[src/rtl/mavg_scheduler.sv]
// Round-robin scheduled moving-average engine: one sample per cycle enters its channel's window.
// Zero-cycle combinational grant, so results show one cycle after accept; ena=0, flush or FLUSH state block grants.
module mavg_scheduler #(
    parameter int WINDOW_SIZE = 4,
    parameter int SAMPLE_W    = 2,
    parameter int NUM_CH      = 3
) (
    input  logic                       clk,
    input  logic                       rst_n,
    input  logic                       ena,
    input  logic                       flush,
    input  logic [NUM_CH-1:0]          req,
    input  logic [NUM_CH*SAMPLE_W-1:0] sample,
    output logic [NUM_CH-1:0]          gnt,
    output logic [NUM_CH*SAMPLE_W-1:0] avg,
    output logic [NUM_CH-1:0]          avg_valid,
    output logic [1:0]                 state
);
    localparam int LOG_W = $clog2(WINDOW_SIZE);
    localparam int SUM_W = SAMPLE_W + LOG_W;
    localparam int CNT_W = LOG_W + 1;
    localparam int RR_W  = (NUM_CH > 1) ? $clog2(NUM_CH) : 1;

    typedef enum logic [1:0] {
        IDLE  = 2'b00,
        RUN   = 2'b01,
        FLUSH = 2'b10
    } state_t;

    state_t              state_q;
    logic [RR_W-1:0]     rr_q;
    logic [RR_W-1:0]     rr_d;
    logic [RR_W-1:0]     gnt_idx;
    logic [RR_W-1:0]     cand;
    logic                gnt_any;
    logic [SAMPLE_W-1:0] win_q [NUM_CH][WINDOW_SIZE];
    logic [SUM_W-1:0]    sum_q [NUM_CH];
    logic [CNT_W-1:0]    cnt_q [NUM_CH];

    // Reset is folded into the gate so no grant escapes while rst_n is held low.
    always_comb begin
        gnt_any = 1'b0;
        gnt_idx = '0;
        cand    = '0;
        if (rst_n && ena && !flush && state_q != FLUSH) begin
            for (int i = 0; i < NUM_CH; i++) begin
                cand = RR_W'((int'(rr_q) + i) % NUM_CH);
                if (!gnt_any && req[cand]) begin
                    gnt_any = 1'b1;
                    gnt_idx = cand;
                end
            end
        end
    end

    always_comb begin
        gnt = '0;
        if (gnt_any) begin
            gnt[gnt_idx] = 1'b1;
        end
        rr_d = (int'(gnt_idx) == NUM_CH - 1) ? '0 : gnt_idx + 1'b1;
    end

    always_ff @(posedge clk or negedge rst_n) begin
        if (!rst_n) begin
            state_q <= IDLE;
            rr_q    <= '0;
            for (int c = 0; c < NUM_CH; c++) begin
                sum_q[c] <= '0;
                cnt_q[c] <= '0;
                for (int j = 0; j < WINDOW_SIZE; j++) begin
                    win_q[c][j] <= '0;
                end
            end
        end else if (flush && state_q != FLUSH) begin
            state_q <= FLUSH;
            rr_q    <= '0;
            for (int c = 0; c < NUM_CH; c++) begin
                sum_q[c] <= '0;
                cnt_q[c] <= '0;
                for (int j = 0; j < WINDOW_SIZE; j++) begin
                    win_q[c][j] <= '0;
                end
            end
        end else if (state_q == FLUSH) begin
            state_q <= IDLE;
        end else if (gnt_any) begin
            state_q <= RUN;
            rr_q    <= rr_d;
            for (int c = 0; c < NUM_CH; c++) begin
                if (gnt[c]) begin
                    // Slot WINDOW_SIZE-1 holds the oldest sample; cleared slots are 0 during fill.
                    win_q[c][0] <= sample[c*SAMPLE_W +: SAMPLE_W];
                    for (int j = 1; j < WINDOW_SIZE; j++) begin
                        win_q[c][j] <= win_q[c][j-1];
                    end
                    sum_q[c] <= sum_q[c] + SUM_W'(sample[c*SAMPLE_W +: SAMPLE_W])
                                - SUM_W'(win_q[c][WINDOW_SIZE-1]);
                    if (cnt_q[c] != CNT_W'(WINDOW_SIZE)) begin
                        cnt_q[c] <= cnt_q[c] + 1'b1;
                    end
                end
            end
        end
    end

    always_comb begin
        avg       = '0;
        avg_valid = '0;
        for (int c = 0; c < NUM_CH; c++) begin
            avg[c*SAMPLE_W +: SAMPLE_W] = sum_q[c][SUM_W-1:LOG_W];
            avg_valid[c]                = (cnt_q[c] == CNT_W'(WINDOW_SIZE));
        end
    end

    assign state = state_q;

endmodule

[config.mk]
export PLATFORM = sky130hd
export DESIGN_NAME = mavg_scheduler
export DESIGN_NICKNAME = d
export VERILOG_FILES = /design/src/rtl/mavg_scheduler.sv
export SDC_FILE = /design/constraint.sdc
export NUM_CORES = 1
export LEC_CHECK = 0
export CAP_MARGIN = 30
export CORE_ASPECT_RATIO = 1.5
export CORE_MARGIN = 4
export CORE_UTILIZATION = 55
export DETAILED_ROUTE_END_ITERATION = 16
export PLACE_DENSITY = 0.89
export REMOVE_ABC_BUFFERS = 1
export SLEW_MARGIN = 0
export SYNTH_ARGS = -nofsm -noshare
export SYNTH_HDL_FRONTEND = slang
export SYNTH_SLANG_ARGS = --single-unit
export TNS_END_PERCENT = 30
[constraint.sdc]
create_clock -name clk -period 3.5 [get_ports clk]
set_input_delay 0.875 -clock clk [delete_from_list [all_inputs] [get_ports clk]]
set_output_delay 0.875 -clock clk [all_outputs]
set_load 0.03 [all_outputs]
==> flow_summary.toml <==
[run_status]
status = "finished, final reports clean"

[route]
avgViaCountPerCell = 5.54
wl_mm = 6.59
vias = 2403
post-route-drc-count = 0
first_pass_iters = 4
wire_per_inst_um = 15.2
drt_iter0_drc = 128
ant_nets = 0

[power]
clock_power_share = 0.270
p_leak_nw = 1.68
switching_share = 0.319
seq_power_share = 0.403
comb_power_share = 0.328
intPower_mw = 1.06
switching_power_uw = 498
finalPower_mw = 1.56
vdd.ir_drop.worst_mv = 0.326
power.density_nw_per_um2 = 428

[clock_tree]
cts_sinks = 49
clockRootBuffer = "clkbuf_8"
cts_buffers = 5
clock_path_buffers = 2
cts.clk_slew.worst_paths_ns = 0.08
cts_tree = "built"
clock_latency_ns = 0.31
htreeDepth = 2
ctsHoldBuffers = 0

[placed_design]
place_area_um2 = 3400
dp_hpwl_mm = 4.54
routabilityCongestion = 0.799
io_buffers = 26
place_inst = 419

[worst_setup_path]
cp.required_ns = 2.62
crit_type = "input pin to output pin"
arrival_ns = 2.57
start_kind = "input pin"
end_kind = "output pin"
critPathMaxFanout = 6

[global_routing]
antenna_found_initial = 0
grt_max_degree = 50
grt_pass1_vias = 2485
grt_pass1_wl_mm = 11.1
gr-total-overflow = 0
grtUsageTotal = 0.211

[final_layout]
instances_no_fill = 434
multiInputGateArea_um2 = 1600
nets = 406
antenna_cells_inserted = 0
area_delta_synth_final_pct = 20.0
fillCellCount = 382
regArea_um2 = 1230
final_layout_size_suffix_gt1_frac = 0.172
fin_util = 0.694
fin_area_um2 = 3640

[yosys]
synth.area.top_cells = "dfrtp_1 40%, ha_1 9.1%, nand2_1 6.7%, inv_1 4.8%, o21ai_0 4.5%"
synth_top_cell_by_area = "dfrtp_1"
synth.top_cell.area_share = 0.404
syn_inst = 324
synth_xor_area_frac = 0.0173
synth_top_family_by_area = "simple AND/OR/NAND/NOR gates"
yosys-top-cells-count = "54 x nand2_1, 49 x dfrtp_1, 39 x inv_1, 27 x o21ai_0, 22 x ha_1"
netlist_area_um2 = 3030
ys_seq_area_frac = 0.404
async_flop_share = 1.00
synthFlopType = "dfrtp_1"
synth_compound_area_frac = 0.145
synth_edf_count = 0
synth-seq-cells = 49
synth.distinct_cells = 51
synth_mux_area_frac = 0.0375
ys_warn_count = 0
yosysMostFrequentCell = "nand2_1"
synthAdderAreaFrac = 0.130
yosys.area_share.simple = 0.174
syn_avg_cell_area_um2 = 9.36

[timing]
hold_ws_ns = 0.477
maxSlewHeadroom = 0.353
min_period_ns = 3.44
rsz0062_at_grt = "no"
clock.fmax_mhz = 290
maxSlewViolCount = 0
setup_violations = 0
hold_viol = 0
tightestPinTransition_ns = 0.969
min_period_over_period = 0.984
fin_skew_ns = 0.0117

[job]
maxCapViolations = 0

[floorplanning]
num_rows = 32
coreArea_um2 = 5250
die-area_um2 = 6790
die_w_um = 68.6
die_height_um = 99.0
initial_core_util = 0.578
ios = 27

[hold_path]
hold_path.class = "flop to flop"
-- power by group through the flow --
stage | logic, mW | clock network [mW] | registers [mW]
2_1_floorplan | 0.272 | 0 | 0.657
3_3_place_gp | 0.443 | 0 | 0.637
3_5_place_dp | 0.457 | 0 | 0.640
4_1_cts | 0.481 | 0.426 | 0.628
5_1_grt | 0.560 | 0.450 | 0.632
6_report | 0.511 | 0.420 | 0.628
-- cell type report --
type,count,area share
inverter,41,0.0443
timing repair buffer,53,0.125
sequential,49,0.337
tap,68,0.0234
clock buffer,7,0.0237
clock inverter,1,0.00824
multi-input combinational,215,0.439
-- layer usage --
metal | track usage | routed length [um]
met1 | 0.262 | 2700
met2 | 0.346 | 3460
met3 | 0.0490 | 244
met5 | 0 | 0
met4 | 0.0858 | 187
-- per-stage QoR --
| step | TNS (ns) | setup slack, ns |
|---|---|---|
| 2_1_floorplan | -0.0486 | -0.0486 |
| 4_1_cts | 0 | 0.0146 |
| 3_3_place_gp | -0.807 | -0.380 |
| 3_5_place_dp | -0.915 | -0.409 |
| 5_1_grt | 0 | 0.00192 |
| 6_report | 0 | 0.0571 |
-- cell families (layout without fill, tap and decap cells) --
logic type	count (synthesis)	after routing
AOI/OAI and AO/OA	66	66
xor gates and xnor gates	6	6
adders and majority gates	28	28
buffers and inverters	60	102
DFF	49	49
muxes	11	11
and+or+nand+nor	104	104
-- placed cells by master, fill, tap and decap left out, drive strengths merged, types with 3 or more instances in the layout --
master,netlist,final
inv,41,41
nand4,7,7
ha,22,22
o31ai,6,6
mux2,3,3
a21oi,17,17
clkdlybuf4s50,0,19
xnor2,5,5
mux2i,8,8
a21o,3,3
nand3,14,14
o21ai,27,27
clkbuf,5,8
and2,3,3
or3,3,3
nor2b,6,6
nand3b,4,4
nor2,3,3
buf,14,30
fa,6,6
dfrtp,49,49
nand2,54,54
-- final timing paths --
check,start,endpoint,slack [ns],depth (start not counted)
max,req[1],gnt[0],0.06,9
min,win_q[6]$_DFFE_PN0P_,win_q[4]$_DFFE_PN0P_,0.48,2
max reg2reg,rr_q[1]$_DFFE_PN0P_,avg[1]$_DFFE_PN0P_,0.72,11
min reg2reg,win_q[6]$_DFFE_PN0P_,win_q[4]$_DFFE_PN0P_,0.48,2
max in group asynchronous,rst_n,win_q[16]$_DFFE_PN0P_,2.34,2
min in group asynchronous,rst_n,cnt_q[2]$_DFFE_PN0P_,0.75,2
-- flip-flops by register name, summed over array words and instances (netlist names) --
register	cells
rr_q	2
sum_q	6
cnt_q	9
state	2
win_q	24
avg	6
-- critical path, stage by stage --
cell and delay [ns]:
dlygate4sd2_1 0.30, and2b_1 0.20, mux2_4 0.27, buf_4 0.14, or3_4 0.36, and2_4 0.16, nand3_4 0.10, inv_6 0.04
buf_6 0.13
-- timing repair --
item | CTS | global route
pin swaps | 5 | 5
setup endpoints to repair | 3 | 3
gates resized for setup | 14 | 13
setup buffers | 5 | 2
No activity file was read; power rests on OpenSTA's default activity.
